--- src/rtl/regfile_write_arbiter.sv ---
// Round-robin arbiter sharing the register file write port between ALU and load writeback.
// Define RFARB_FORWARD_EN to add write-through forwarding of the staged write to two read ports.
module regfile_write_arbiter #(
  parameter int DATA_W      = 32,
  parameter int ADDR_W      = 5,
  parameter int CNT_W       = 16,
  parameter bit ZERO_REG_RO = 1'b1
) (
  input  logic              clk,
  input  logic              resetN,
  input  logic              aluValid,
  input  logic [ADDR_W-1:0] aluReg,
  input  logic [DATA_W-1:0] aluData,
  output logic              aluReady,
  input  logic              memValid,
  input  logic [ADDR_W-1:0] memReg,
  input  logic [DATA_W-1:0] memData,
  output logic              memReady,
`ifdef RFARB_FORWARD_EN
  input  logic [ADDR_W-1:0] readRegister1,
  input  logic [ADDR_W-1:0] readRegister2,
  output logic              fwdHit1,
  output logic              fwdHit2,
  output logic [DATA_W-1:0] fwdData1,
  output logic [DATA_W-1:0] fwdData2,
`endif
  output logic              regWrite,
  output logic [ADDR_W-1:0] writeRegister,
  output logic [DATA_W-1:0] writeData,
  output logic [CNT_W-1:0]  conflictCount
);

  typedef enum logic {
    LAST_ALU = 1'b0,
    LAST_MEM = 1'b1
  } grantState_t;

  grantState_t       stateReg;
  grantState_t       stateNext;
  logic              aluXfer;
  logic              memXfer;
  logic              aluDrop;
  logic              memDrop;
  logic              conflict;
  logic              writeNext;
  logic [ADDR_W-1:0] regNext;
  logic [DATA_W-1:0] dataNext;

  assign conflict = aluValid && memValid;

  // Readies depend only on the valids and the last-granted source.
  always_comb begin
    aluReady  = 1'b0;
    memReady  = 1'b0;
    stateNext = stateReg;
    if (conflict) begin
      if (stateReg == LAST_MEM) begin
        aluReady  = 1'b1;
        stateNext = LAST_ALU;
      end else begin
        memReady  = 1'b1;
        stateNext = LAST_MEM;
      end
    end else if (aluValid) begin
      aluReady  = 1'b1;
      stateNext = LAST_ALU;
    end else if (memValid) begin
      memReady  = 1'b1;
      stateNext = LAST_MEM;
    end
  end

  assign aluXfer = aluValid && aluReady;
  assign memXfer = memValid && memReady;
  assign aluDrop = ZERO_REG_RO && (aluReg == '0);
  assign memDrop = ZERO_REG_RO && (memReg == '0);

  // Discarded register-0 writes leave the staged index/data untouched.
  always_comb begin
    writeNext = 1'b0;
    regNext   = writeRegister;
    dataNext  = writeData;
    if (aluXfer && !aluDrop) begin
      writeNext = 1'b1;
      regNext   = aluReg;
      dataNext  = aluData;
    end else if (memXfer && !memDrop) begin
      writeNext = 1'b1;
      regNext   = memReg;
      dataNext  = memData;
    end
  end

  always_ff @(posedge clk or negedge resetN) begin
    if (!resetN) begin
      stateReg      <= LAST_MEM;
      regWrite      <= 1'b0;
      writeRegister <= '0;
      writeData     <= '0;
      conflictCount <= '0;
    end else begin
      stateReg      <= stateNext;
      regWrite      <= writeNext;
      writeRegister <= regNext;
      writeData     <= dataNext;
      if (conflict && (conflictCount != {CNT_W{1'b1}})) begin
        conflictCount <= conflictCount + CNT_W'(1);
      end
    end
  end

`ifdef RFARB_FORWARD_EN
  logic [ADDR_W-1:0] readRegisterArr [2];
  logic              fwdHitArr [2];

  assign readRegisterArr[0] = readRegister1;
  assign readRegisterArr[1] = readRegister2;

  // Register 0 never forwards: it reads as its fixed value.
  genvar gi;
  generate
    for (gi = 0; gi < 2; gi++) begin : gFwd
      assign fwdHitArr[gi] = regWrite && (writeRegister == readRegisterArr[gi])
                             && (readRegisterArr[gi] != '0);
    end
  endgenerate

  assign fwdHit1  = fwdHitArr[0];
  assign fwdHit2  = fwdHitArr[1];
  assign fwdData1 = writeData;
  assign fwdData2 = writeData;
`endif

endmodule

--- config.mk ---
export PLATFORM = sky130hd
export DESIGN_NAME = regfile_write_arbiter
export DESIGN_NICKNAME = d
export VERILOG_FILES = /design/src/rtl/regfile_write_arbiter.sv
export SDC_FILE = /design/constraint.sdc
export NUM_CORES = 1
export LEC_CHECK = 0
export CAP_MARGIN = 20
export CORE_MARGIN = 4
export CORE_UTILIZATION = 43
export CTS_BUF_LIST = sky130_fd_sc_hd__clkbuf_4 sky130_fd_sc_hd__clkbuf_8
export CTS_CLUSTER_SIZE = 16
export DETAILED_ROUTE_END_ITERATION = 16
export PLACE_DENSITY = 0.87
export SLEW_MARGIN = 0
export SYNTH_ARGS = -nofsm -noshare
export SYNTH_HDL_FRONTEND = slang
export SYNTH_SLANG_ARGS = --single-unit
--- constraint.sdc ---
create_clock -name clk -period 3.77 [get_ports clk]
set_input_delay 0.754 -clock clk [delete_from_list [all_inputs] [get_ports clk]]
set_output_delay 0.754 -clock clk [all_outputs]
set_load 0.01 [all_outputs]
==> metrics.yaml, run 1 <==
r2r_slack_ps: 1780
worstPathArrival_ps: 2260
status: "completed"
syn_area_um2: 2485
stdcell_count: 454
diodes: 0
dp.cells: 446
die_area_um2: 7059
start_util_pct: 44.85
worstMarginPinSlew_ps: 861.3
finalSetupTns_ps: 0
drc_errors: 0
required_ps: 3020
ys_ff_latch: 55
hold_path_class: "in -> async"
ys_types: 36
htree_num_levels: 2
final_area_um2: 4014
slew_headroom_pct: 42.05
cpPeakStageDelay_ps: 580
max_freq_mhz: 331.5
die_x_um: 84.02
hold_buffers: 0
cts_buffer_depth: 2
drive_gt1_share_pct: 5.497
synth_largest_area_cell: "dfrtp_1"
synth_edf_count: 0
antenna_found_initial: 0
grt_max_degree: 38
portBuffers: 133
ys_async_sr_fraction_pct: 100.0
period_needed_ps: 3017
crit_chain: "clkdlybuf4s50_1, nand2b_1, and2_1, clkdlybuf4s50_1"
clock-skew-final_ps: 5.036
die_h_um: 84.02
maxCapViolCount: 0
startpoint_type: "primary input"
nFillCells: 428
synthesis.instances: 249
core_um2: 5540
cts_buffers: 5
crit_slowest_cell: "clkdlybuf4s50_1"
root_buffer: "clkbuf_8"
ys_seq_area_share_pct: 55.44
ir_worst_vdd_mv: 0.2978
via_per_inst: 5.253
p_leak_uw: 0.001744
rows: 27
final_max_slew_viol_count: 0
cts_tree: "yes"
yosys-top-cells-area: "dfrtp_1 (54%), o22ai_1 (8.3%), a21oi_1 (7.0%)"
gp_congestion: 0.8524
synth_top_cell_area_share_pct: 54.38
setup_violations: 0
grt_usage_pct: 20.00
avgRoutedWirePerCell_um: 15.81
placedInstanceArea_um2: 3877
drt_first_pass_iters: 4
fin_crit_sh_pct: 80.02
critPathMostFrequentCell: "clkdlybuf4s50_1"
dp_slack_ps: 763.2
routed_wl_um: 7179
ios: 134
syn-num-nets: 328
grt_overflow_total: 0
clock_latency_ps: 290
rsz0062_at_grt: "false"
crit_fanout: 6
yosys_warnings: 0
worst-setup-path-type: "in -> out"
grt_pass1_vias: 2418
synthTopCellsByCount: "dfrtp_1 (54), a21oi_1 (35), inv_1 (34)"
drtIter0Drc: 80
postLayoutSetupSlackWorst_ps: 753.4
syn_to_final_growth_pct: 61.53
avgSynthCellArea_um2: 9.979
num-nets-final: 460
p_total_uw: 1792
drtAntennaViolNets: 0
clkTransAtPathRegs_ps: 90
dp_hpwl_um: 5609
grt_pass1_wl_um: 11590
synth.most_common_cell: "dfrtp_1"
ys.flop_type: "dfrtp_1"
cts_resized: 0
power.density_nw_per_um2: 446.3
postCtsSetupBuffers: 0
vias: 2385
cp-end-kind: "output port"
cts.sinks: 55
hold_viol: 0
==> per-layer routing <==
| metal | share of wire (%) | vias to the layer above | GRT usage [%] |
|---|---|---|---|
| met3 | 6.5 | 6 | 4.541 |
| li1 | - | 1148 | - |
| met2 | 55 | 88 | 37.45 |
| met5 | 0 | - | 0 |
| met4 | 1.0 | 0 | 4.386 |
| met1 | 38 | 1143 | 22.94 |
==> through the flow <==
stage	hold slack [ps]	util, %
2_1_floorplan	458.4	-
3_3_place_gp	488.6	69.99
3_5_place_dp	494.7	69.99
4_1_cts	509.6	72.45
5_1_grt	522.6	72.45
6_report	484.2	72.45
==> critical path: cells and delay by family <==
kind | cells | cell delay, ps
buffers and inverters | 2 | 1080
AND/OR/NAND/NOR | 2 | 420
==> cell usage in the layout, fill, tap and decap left out, types with 3 or more instances in the layout <==
cell type,instances
a21oi_1,35
and3_1,3
buf_4,5
clkbuf_8,5
clkdlybuf4s50_1,132
dfrtp_1,54
inv_1,34
nand2_1,6
nand3_1,8
nand4_1,10
nor2_1,9
nor4_1,3
o22ai_1,33
xnor2_1,7
xor2_1,6
==> power by group <==
part | internal [uW] | switching [uW]
sequential | 690 | 79.3
combinational | 326 | 246
clock | 273 | 178
total | 1290 | 503
==> path summary, 6_finish.rpt <==
kind	cells past startpoint	endpoint	from
max	4	aluReady	memValid
min	1	conflictCount[9]	resetN
max reg2reg	4	conflictCount[1]	conflictCount[12]
min reg2reg	2	stateReg	stateReg
max in group asynchronous	2	writeData[3]	resetN
min in group clk	2	stateReg	stateReg
==> flip-flops by register name, summed over array words and instances, names as in the netlist <==
register,count
writeData,32
conflictCount,16
writeRegister,5
regWrite,1
stateReg,1
==> cells by family after synthesis <==
group	after synthesis	share of synthesized area (%)
AOI/OAI and AO/OA	79	18.88
xor gates and xnor gates	13	4.582
adders and majority gates	1	0.5034
buffers and inverters	48	7.754
DFF	55	55.44
muxes	3	1.662
and+or+nand+nor	50	11.18
==> area by class of cell <==
class                      instances  area [um^2]  area share, %
clock inverter                     2        60.06          1.496
timing repair buffer             138         1364          33.98
multi-input combinational        146        914.6          22.79
tap                               72        90.09          2.244
clock buffer                       6        76.32          1.901
inverter                          35        131.4          3.273
sequential                        55         1378          34.32
(Power assumes the default switching activity.)
==> inputs of run 2 (changes only) <==
CORE_UTILIZATION = 36   (was 43)
PLACE_DENSITY = 0.78   (was 0.87)
clock period = 2.5 ns   (was 3.77 ns; I/O delays follow)
==> metrics.yaml, run 2 (synthesized netlist as in run 1, its figures left out) <==
startpoint_type: "primary input"  # unchanged
placedInstanceArea_um2: 3975  # was 3877 um^2
rsz0062_at_grt: "false"  # unchanged
largestRegisters: "writeData (32), conflictCount (16), writeRegister (5)"  # unchanged
postCtsSetupBuffers: 0  # unchanged
crit_fanout: 3  # was 6
vias: 2380  # was 2385
htree_num_levels: 2  # unchanged
fin_crit_sh_pct: 94.20
die_h_um: 91.08  # was 84.02 um
num-nets-final: 470  # was 460
ir_worst_vdd_mv: 0.4500  # was 0.2978 mV
maxCapViolCount: 0  # unchanged
reg2regPathDepth: 6  # was 4
clock-skew-final_ps: 9.743  # was 5.036 ps
avgRoutedWirePerCell_um: 15.45  # was 15.81 um
cpPeakStageDelay_ps: 590  # was 580 ps
clkTransAtPathRegs_ps: 100  # was 90 ps
final_area_um2: 4074  # was 4014 um^2
mostFrequentLayoutCells: "clkdlybuf4s50_1 (132), dfrtp_1 (54), a21oi_1 (35), inv_1 (34), o22ai_1 (33)"  # unchanged
period_needed_ps: 2355
antenna_found_initial: 0  # unchanged
diodes: 0  # unchanged
cts_resized: 0  # unchanged
portBuffers: 133  # unchanged
drtIter0Drc: 89  # was 80
clock_latency_ps: 300  # was 290 ps
drc_errors: 0  # unchanged
die_area_um2: 8296  # was 7059 um^2
status: "completed"  # unchanged
gp_congestion: 0.8170  # was 0.8524
die_x_um: 91.08  # was 84.02 um
slew_headroom_pct: 59.42  # was 42.05%
grt_overflow_total: 0  # unchanged
grt_pass1_vias: 2424  # was 2418
final_max_slew_viol_count: 0  # unchanged
worst-setup-path-type: "in -> out"  # unchanged
worstPathArrival_ps: 1860  # was 2260 ps
fin_hold_ws_ps: 196.7  # was 484.2 ps
drtAntennaViolNets: 0  # unchanged
cp-end-kind: "output port"  # unchanged
rows: 30  # was 27
crit_slowest_cell: "clkdlybuf4s50_1"  # unchanged
drive_gt1_share_pct: 7.908  # was 5.497%
regMostFlops: "writeData"  # unchanged
setup_violations: 0  # unchanged
rr_startpoint: "stateReg"  # was conflictCount[12]
critPathMostFrequentCell: "clkdlybuf4s50_1"  # unchanged
final_common_cell: "clkdlybuf4s50_1"  # unchanged
largest_reg_flops: 32  # unchanged
dp_hpwl_um: 5690  # was 5609 um
hold_viol: 0  # unchanged
hold_path_class: "in -> async"  # unchanged
ios: 134  # unchanged
hold_buffers: 0  # unchanged
cts_buffers: 5  # unchanged
r2r_slack_ps: 810  # was 1780 ps
cts.sinks: 55  # unchanged
reg2reg_to: "writeRegister[2]"  # was conflictCount[1]
worstMarginPinSlew_ps: 608.6  # was 861.3 ps
p_total_uw: 2549  # was 1792 uW
grt_pass1_wl_um: 11680  # was 11590 um
max_freq_mhz: 424.6
required_ps: 2000  # was 3020 ps
utilization_pct: 60.30  # was 72.45%
core_um2: 6756  # was 5540 um^2
p_leak_uw: 0.001775  # was 0.001744 uW
start_util_pct: 36.78  # was 44.85%
drt_first_pass_iters: 4  # unchanged
cts_tree: "yes"  # unchanged
power.density_nw_per_um2: 625.8  # was 446.3 nW/um^2
via_per_inst: 5.042  # was 5.253
routed_wl_um: 7291  # was 7179 um
root_buffer: "clkbuf_8"  # unchanged
grt_max_degree: 30  # was 38
grt_usage_pct: 17.19  # was 20.00%
crit_chain: "clkdlybuf4s50_1, a21boi_0, clkdlybuf4s50_1"  # was clkdlybuf4s50_1, nand2b_1, and2_1, clkdlybuf4s50_1
syn_to_final_growth_pct: 63.95  # was 61.53%
cts_buffer_depth: 2  # unchanged
-- run 2: worst max path at each step --
stage	start	to	depth (start not counted)
after floorplan	aluValid	writeRegister[1]	7
after global placement	aluReg[0]	writeData[27]	6
after detailed placement	aluReg[0]	writeData[24]	6
after CTS	memValid	memReady	3
after global routing	aluValid	memReady	3
final	memValid	memReady	3
-- run 2: power breakdown --
part / total, uW / switching [uW] / internal, uW
clock network: 513 / 287 / 227
registers: 1160 / 119 / 1040
logic: 877 / 368 / 509
total: 2550 / 773 / 1780
-- run 2: final cells by class --
type / count / area, um^2
Clock inverter: 2 / 16.27
Sequential cell: 55 / 1378
Tap cell: 80 / 100.1
Timing Repair Buffer: 148 / 1451
Inverter: 35 / 131.4
Multi-Input combinational cell: 146 / 914.6
Fill cell: 612 / 2683
Clock buffer: 6 / 82.58
-- run 2: critical path, delay by kind of cell --
kind            cells  cell delay, ps
compound gates      1             260
buf+inv             2            1090
-- run 2: per-layer routing --
metal	GRT usage (%)	vias up	part of all wire (%)
li1	-	1168	-
met1	21.41	1123	42
met2	29.68	85	50
met3	4.888	4	7.4
met4	3.643	0	0.77
met5	0	-	0
-- run 2: stage by stage --
step                TNS [ps]  setup WS (ps)  instances
floorplan                  0          355.9        249
global placement           0          46.50        464
detailed placement     -1177         -58.61        464
CTS                        0          140.0        472
global route               0          40.27        472
finish                     0          144.9        472
